### src/rtl/axi_interconnect_crossbar_wr_sched_pkg.sv
// Shared types and helpers for the crossbar write-channel scheduler:
// index-width function, FSM state encoding and default watchdog limit.
package axi_interconnect_crossbar_wr_sched_pkg;

  localparam int DEF_TO_CYCLES = 1024;

  typedef enum logic [1:0] {
    IDLE = 2'd0,
    ADDR = 2'd1,
    DATA = 2'd2,
    RESP = 2'd3
  } wr_state_e;

  // Bits needed to hold 'value' (at least 1); used as log2(NUM-1) for index widths.
  function automatic int log2(input int value);
    int r;
    r = 1;
    while ((1 << r) <= value) r++;
    return r;
  endfunction

endpackage

### src/rtl/axi_interconnect_crossbar_arbit_polling.sv
// Round-robin (polling) winner selection: first requester strictly after
// last_user, wrapping through index 0. Purely combinational.
module axi_interconnect_crossbar_arbit_polling #(
  parameter int NUM   = 4,
  parameter int WIDTH = 2
) (
  input  logic [NUM-1:0]   user_req,
  input  logic [WIDTH-1:0] last_user,
  output logic             grant_valid,
  output logic [WIDTH-1:0] grant_idx
);

  logic [WIDTH-1:0] w_cand;

  // Scan farthest-first so the nearest requester after last_user is written last.
  always_comb begin
    grant_valid = 1'b0;
    grant_idx   = '0;
    w_cand      = '0;
    for (int k = NUM; k >= 1; k--) begin
      w_cand = WIDTH'((int'(last_user) + k) % NUM);
      if (user_req[w_cand]) begin
        grant_valid = 1'b1;
        grant_idx   = w_cand;
      end
    end
  end

endmodule

### src/rtl/axi_interconnect_crossbar_wr_sched.sv
// Per-slave write scheduler: round-robin grant held over AW/W/B, released on B.
// Optional watchdog enabled by defining AXI_XBAR_WR_TIMEOUT_EN.
module axi_interconnect_crossbar_wr_sched
  import axi_interconnect_crossbar_wr_sched_pkg::*;
#(
  parameter int NUM       = 4,
  parameter int WIDTH     = log2(NUM - 1),
  parameter int TO_CYCLES = DEF_TO_CYCLES
) (
  input  logic             clk,
  input  logic             rst_n,
  input  logic [NUM-1:0]   m_req,
  input  logic             aw_hs,
  input  logic             w_last_hs,
  input  logic             b_hs,
  output logic             grant_valid,
  output logic [WIDTH-1:0] grant_idx,
  output logic [NUM-1:0]   grant_onehot,
  output logic             aw_sel,
  output logic             w_sel,
  output logic             b_sel,
  output logic             timeout_err
);

  wr_state_e        r_state, w_state_next;
  logic [WIDTH-1:0] r_grant_idx, w_grant_idx_next;
  logic [WIDTH-1:0] r_last_user, w_last_user_next;
  logic             r_wlast_seen, w_wlast_seen_next;
  logic             w_arb_valid;
  logic [WIDTH-1:0] w_arb_idx;
  logic             w_release;
  logic             w_timeout;

  axi_interconnect_crossbar_arbit_polling #(
    .NUM   (NUM),
    .WIDTH (WIDTH)
  ) u_arbit (
    .user_req    (m_req),
    .last_user   (r_last_user),
    .grant_valid (w_arb_valid),
    .grant_idx   (w_arb_idx)
  );

  always_ff @(posedge clk or negedge rst_n) begin
    if (!rst_n) begin
      r_state      <= IDLE;
      r_grant_idx  <= '0;
      r_last_user  <= WIDTH'(NUM - 1);
      r_wlast_seen <= 1'b0;
    end else begin
      r_state      <= w_state_next;
      r_grant_idx  <= w_grant_idx_next;
      r_last_user  <= w_last_user_next;
      r_wlast_seen <= w_wlast_seen_next;
    end
  end

  always_comb begin
    w_state_next      = r_state;
    w_grant_idx_next  = r_grant_idx;
    w_last_user_next  = r_last_user;
    w_wlast_seen_next = r_wlast_seen;
    w_release         = 1'b0;
    unique case (r_state)
      IDLE: begin
        if (w_arb_valid) begin
          w_state_next     = ADDR;
          w_grant_idx_next = w_arb_idx;
        end
      end
      ADDR: begin
        // W may complete ahead of AW; remember it so AW goes straight to RESP.
        if (aw_hs) begin
          w_state_next = (w_last_hs || r_wlast_seen) ? RESP : DATA;
        end else if (w_last_hs) begin
          w_wlast_seen_next = 1'b1;
        end
      end
      DATA: begin
        if (w_last_hs) w_state_next = RESP;
      end
      RESP: begin
        if (b_hs) w_release = 1'b1;
      end
      default: w_state_next = IDLE;
    endcase
    if (w_timeout) w_release = 1'b1;
    if (w_release) begin
      w_state_next      = IDLE;
      w_last_user_next  = r_grant_idx;
      w_grant_idx_next  = '0;
      w_wlast_seen_next = 1'b0;
    end
  end

  assign grant_valid = (r_state != IDLE);
  assign grant_idx   = r_grant_idx;
  assign aw_sel      = (r_state == ADDR);
  assign w_sel       = ((r_state == ADDR) && !r_wlast_seen) || (r_state == DATA);
  assign b_sel       = (r_state == RESP);

  generate
    for (genvar gi = 0; gi < NUM; gi++) begin : g_onehot
      assign grant_onehot[gi] = grant_valid && (r_grant_idx == WIDTH'(gi));
    end
  endgenerate

`ifdef AXI_XBAR_WR_TIMEOUT_EN
  localparam int TO_W = $clog2(TO_CYCLES + 1);
  logic [TO_W-1:0] r_to_cnt;

  // Counts stalled cycles of the current owner; any handshake restarts it.
  always_ff @(posedge clk or negedge rst_n) begin
    if (!rst_n) begin
      r_to_cnt <= '0;
    end else if ((r_state == IDLE) || aw_hs || w_last_hs || b_hs) begin
      r_to_cnt <= '0;
    end else begin
      r_to_cnt <= r_to_cnt + 1'b1;
    end
  end

  assign w_timeout   = (r_state != IDLE) && (r_to_cnt == TO_W'(TO_CYCLES));
  assign timeout_err = w_timeout;
`else
  logic w_unused_to_cycles;
  assign w_unused_to_cycles = (TO_CYCLES > 0);
  assign w_timeout   = 1'b0;
  assign timeout_err = 1'b0;
`endif

endmodule

### config.mk
export PLATFORM = sky130hd
export DESIGN_NAME = axi_interconnect_crossbar_wr_sched
export DESIGN_NICKNAME = d
export VERILOG_FILES = /design/src/rtl/axi_interconnect_crossbar_wr_sched_pkg.sv /design/src/rtl/axi_interconnect_crossbar_arbit_polling.sv /design/src/rtl/axi_interconnect_crossbar_wr_sched.sv
export SDC_FILE = /design/constraint.sdc
export NUM_CORES = 1
export LEC_CHECK = 0
export CAP_MARGIN = 0
export CORE_AREA = 5 5 42 44
export DETAILED_ROUTE_END_ITERATION = 10
export DIE_AREA = 0 0 47 49
export PLACE_DENSITY = 0.72
export SETUP_SLACK_MARGIN = 0.2
export SYNTH_ARGS = -nofsm -noshare
export SYNTH_HDL_FRONTEND = slang
export SYNTH_SLANG_ARGS = --single-unit
export TNS_END_PERCENT = 10
### constraint.sdc
create_clock -name clk -period 2.9 [get_ports clk]
set_clock_uncertainty 0.05 [all_clocks]
set_input_delay 0.29 -clock clk [delete_from_list [all_inputs] [get_ports clk]]
set_output_delay 0.29 -clock clk [all_outputs]
set_load 0.05 [all_outputs]
* Word-level counts from Yosys, hierarchy flattened
Index checks and enable logic that the tools add are counted.
Storage, ports and cells: bits of input ports 9, memories 0, bits in latches 0, bits in writable memories 0, ROM bits 0, output and inout bits 11, flip-flop bits (word level) 7
Operators by class: shift-type cells 0, multiply operators 0, $lt $le $gt $ge 4, bitwise gates (word level) 0, div/mod/pow operators 0, mux-type cells 31, equal/unequal tests 10, reductions and logical operators 19, add/sub/neg operators 4
Operators by type and width (count):
- 2-bit two-way mux | 11
- 1-bit two-way mux | 15
- 2-bit by 3-bit less-than comparator with 1-bit output (second input constant) | 4
- 2-bit nonzero test | 5
- 1-bit binary-select mux with 2-bit select | 4
- 2-bit equality test (second input constant) | 4
- 3-bit by 2-bit != test with 1-bit output (second input constant) | 2
- 2-bit case mux with 3 select lines | 1
- 1-bit logical AND | 5
- 2-bit by 1-bit adder with 2-bit output (second input constant) | 2
- 2-bit adder (second input constant) | 2
- 2-bit by 1-bit equality test with 1-bit output (second input constant) | 2
- 2-bit zero test | 2
- 4-bit AND reduction | 1
- 4-bit nonzero test | 1
- 3-bit != test (second input constant) | 1
- 3-bit AND reduction | 1
- 1-bit logical OR | 2
- 2-bit by 1-bit != test with 1-bit output (second input constant) | 1
- 2-bit AND reduction | 1
- 1-bit zero test | 1

* Depth between registers and ports, before layout
word-level depth 10, mapped depth 6

* Hierarchy
From an unflattened synthesis, not the netlist that was laid out.
Second synthesis, totals: cells, all modules 59, area total of the unflattened synthesis 546.8 sq um
By module, submodules not included:
- axi_interconnect_crossbar_wr_sched | area an instance 455.4 sq um, cells each 45, times used 1
- axi_interconnect_crossbar_arbit_polling | area an instance 91.3 sq um, cells each 14, times used 1

* Least setup slack after synthesis
Ideal clock, no wire load.
path kind register to output, start point register r_grant_idx[1] (netlist: grant_idx[1]), end point output grant_onehot[2], buffers on the path 0, setup slack 659 ps, data required time 2560 ps, stages on the path, launching flop included 2, arrival 1901 ps, cells stage by stage dfrtp_1 nor3b_1
Between the ends: word-level cells in the longest chain between the ends 2
Ends and longest elaborated chain:
- start, declared | line axi_interconnect_crossbar_wr_sched.sv:26 | logic [WIDTH-1:0] r_grant_idx, w_grant_idx_next;
- start signal, assigned | line axi_interconnect_crossbar_wr_sched.sv:52 | r_grant_idx <= w_grant_idx_next;
- 2-bit equality test | line axi_interconnect_crossbar_wr_sched.sv:104 | assign grant_onehot[gi] = grant_valid && (r_grant_idx == WIDTH'(gi));
- 1-bit logical AND | line axi_interconnect_crossbar_wr_sched.sv:104
- end, declared | line axi_interconnect_crossbar_wr_sched.sv:18 | output logic [NUM-1:0] grant_onehot,
No other way between the ends.

* Worst setup path after layout
start point register r_state[1], end point output grant_onehot[2]
Between the ends: word-level cells in the longest chain between the ends 2
Ends and longest elaborated chain:
- start, declared | line axi_interconnect_crossbar_wr_sched.sv:25 | wr_state_e r_state, w_state_next;
- start signal, assigned | line axi_interconnect_crossbar_wr_sched.sv:51 | r_state <= w_state_next;
- 2-bit nonzero test | line axi_interconnect_crossbar_wr_sched.sv:96 | assign grant_valid = (r_state != IDLE);
- 1-bit logical AND | line axi_interconnect_crossbar_wr_sched.sv:104
No other way between the ends.

==> qor.json <==
{
  "tritoncts_num_sinks": {"value": 7},
  "reg2regPathDepth": {"value": 6},
  "most_used_layer_global_route": {"value": "met2"},
  "crit_required": {"value": 2560, "unit": "ps"},
  "ys.warnings.count": {"value": 0},
  "max_cap_viol_count": {"value": 0},
  "post_cts.resized_instances": {"value": 0},
  "cts-htree-levels": {"value": 1},
  "ys_types": {"value": 28},
  "syn_nets": {"value": 73},
  "grt.overflow.total": {"value": 0},
  "finalHoldViolations": {"value": 0},
  "report.final.setup_viol": {"value": 0},
  "async_flop_share": {"value": 100, "unit": "%"},
  "layout_common_cells": {"value": "sky130_fd_sc_hd__clkdlybuf4s50_1 (18), sky130_fd_sc_hd__inv_1 (8)"},
  "synthesis.instances": {"value": 59},
  "clock_path_buffers": {"value": 2},
  "placementRows": {"value": 14},
  "weighted_congestion_reported_at_the_end_of_routability_driven_placement": {"value": 0.785},
  "worstPathArrival": {"value": 2090, "unit": "ps"},
  "regToRegSetupSlack": {"value": 1090, "unit": "ps"},
  "grtUsageTotal": {"value": 11.6, "unit": "%"},
  "route.detailed.vias_per_inst": {"value": 5.24},
  "layout_worst_path_cycle_share": {"value": 83.9, "unit": "%"},
  "yosys_most_used_dff": {"value": "sky130_fd_sc_hd__dfrtp_1"},
  "wl_per_cell": {"value": 13.4, "unit": "um"},
  "final_layout_size_suffix_gt1_share": {"value": 7.50, "unit": "%"},
  "kind_of_start_point_of_the_critical_path": {"value": "flip-flop"},
  "cts_root_buf": {"value": "sky130_fd_sc_hd__clkbuf_4"},
  "drt_iter0_drc": {"value": 7},
  "min-delay-path-class": {"value": "in2async"},
  "nets_finish": {"value": 95},
  "yosysSeqAreaShare": {"value": 34.2, "unit": "%"},
  "drc": {"value": 0},
  "rsz0062_at_grt": {"value": "false"},
  "fmax": {"value": 0.411, "unit": "GHz"},
  "detail-route-antenna-nets": {"value": 0},
  "clkTransAtPathRegs": {"value": 50, "unit": "ps"},
  "critical_register_to_register_path_endpoint": {"value": "r_state[1]"},
  "tritoncts": {"value": "built"},
  "via_count_of_the_first_global_routing_pass": {"value": 471},
  "area_overhead_of_the_layout_relative_to_synthesis": {"value": 42.2, "unit": "%"},
  "die_width": {"value": 47, "unit": "um"},
  "floorplan.initialDensity": {"value": 37.1, "unit": "%"},
  "worstSetupPathType": {"value": "reg2out"},
  "core": {"value": 0.00140, "unit": "mm2"},
  "via_count": {"value": 503},
  "die_area": {"value": 0.00230, "unit": "mm2"},
  "cp-startpoint": {"value": "r_state[1]"},
  "critPathMaxFanout": {"value": 7},
  "number_of_buffers_inserted_during_clock_tree_synthesis": {"value": 3},
  "grt_use_met2": {"value": 19.0, "unit": "%"},
  "period_minus_slack": {"value": 2430, "unit": "ps"},
  "io_pins": {"value": 20},
  "final_design_area_no_fill": {"value": 738, "unit": "um2"},
  "detailed_place_hpwl": {"value": 1030, "unit": "um"},
  "max_slew_violations": {"value": 0},
  "postSynthRegisterBits": {"value": 7},
  "status": {"value": "finished, final reports clean"},
  "setup-tns-final": {"value": 0, "unit": "ps"},
  "pin_count_of_the_biggest_net_entering_global_routing": {"value": 8},
  "timing_worst_slew_pin_value": {"value": 533, "unit": "ps"},
  "antenna_found_initial": {"value": 0},
  "timing.critical_path.to_type": {"value": "output port"},
  "detail_route.wirelength": {"value": 1290, "unit": "um"},
  "post_synth_instance_area": {"value": 519, "unit": "um2"},
  "grt_use_met3": {"value": 3.69, "unit": "%"},
  "drt-pass1-iter-count": {"value": 4},
  "met1_usage": {"value": 12.3, "unit": "%"},
  "postCtsSetupBuffers": {"value": 0},
  "dpl_cell_area": {"value": 712, "unit": "um2"},
  "synth_area_per_cell": {"value": 8.80, "unit": "um2"},
  "slew-limit-headroom": {"value": 64.1, "unit": "%"},
  "numPortBuffers": {"value": 18},
  "ctsHoldBuffers": {"value": 0},
  "synth-edff-count": {"value": 0},
  "worstSkewPairLatency": {"value": 250, "unit": "ps"},
  "die-height": {"value": 49, "unit": "um"},
  "regToRegStartpoint": {"value": "r_state[1]"},
  "first_pass_grt_wire_length": {"value": 1930, "unit": "um"},
  "diodes": {"value": 0},
  "most_common_cell_after_layout_fill_and_taps_aside": {"value": "sky130_fd_sc_hd__clkdlybuf4s50_1"}
}
[metal layers]
layer,part of all wire [%],up-vias
met1,41,239
met5,0,-
li1,-,251
met3,5.6,0
met4,0,0
met2,53,13
[synthesized netlist by cell type (2+ instances only)]
cell type / count / share of area [%]
sky130_fd_sc_hd__inv_1: 8 / 5.8
sky130_fd_sc_hd__a21oi_1: 5 / 4.8
sky130_fd_sc_hd__dfrtp_1: 5 / 24
sky130_fd_sc_hd__ha_1: 5 / 12
sky130_fd_sc_hd__nand2_1: 5 / 3.6
sky130_fd_sc_hd__o21ai_0: 3 / 2.9
sky130_fd_sc_hd__a22o_1: 2 / 3.4
sky130_fd_sc_hd__and2_1: 2 / 2.4
sky130_fd_sc_hd__dfstp_2: 2 / 10
sky130_fd_sc_hd__nor3_1: 2 / 1.9
sky130_fd_sc_hd__nor3b_1: 2 / 2.9
sky130_fd_sc_hd__o22ai_1: 2 / 2.4
[kinds of logic (layout without fill, tap and decap cells)]
| kind of cell | Yosys count | after routing | share of synthesized area (%) |
|---|---|---|---|
| AOI/OAI and AO/OA | 18 | 18 | 23.6 |
| muxes | 2 | 2 | 4.10 |
| other | 1 | 1 | 0.722 |
| and+or+nand+nor | 17 | 17 | 18.1 |
| buffers and inverters | 9 | 30 | 7.23 |
| DFF | 7 | 7 | 34.2 |
| adders and majority gates | 5 | 5 | 12.0 |
[stage by stage]
stage	worst slack, ps	hold slack, ps	instances	utilization [%]
floorplan	659	-55.6	59	-
global placement	790	469	92	50.8
detailed placement	737	481	92	50.8
CTS	461	248	96	52.7
global route	333	263	96	52.7
finish	468	249	96	52.7
[critical path, cell delays in order, from the launching register on]
cell	delay, ps
sky130_fd_sc_hd__dfrtp_1	410
sky130_fd_sc_hd__inv_1	110
sky130_fd_sc_hd__ha_1	270
sky130_fd_sc_hd__nor3b_1	210
sky130_fd_sc_hd__clkdlybuf4s50_1	830
[flip-flops by register name (all words and copies together) (netlist names)]
register and count:
grant_idx 2, r_last_user 2, r_state 2, r_wlast_seen 1
[worst max-delay path by stage]
stage,to,depth (start not counted)
4_1_cts,grant_onehot[2],4
3_5_place_dp,grant_onehot[2],4
2_1_floorplan,grant_onehot[2],1
6_report,grant_onehot[2],4
3_3_place_gp,grant_onehot[1],4
5_1_grt,grant_onehot[1],4
[final cells by class]
cell class / count / area [um2]
clock buffers: 4 / 26.3
fillers: 139 / 663
multi-input cells: 43 / 304
repair buffers: 18 / 180
flip-flops and latches: 7 / 178
inverters: 8 / 30.0
well taps: 16 / 20.0
Power is not shown: default switching activity piles up to over one toggle a cycle in this logic, so the estimate is an artifact.
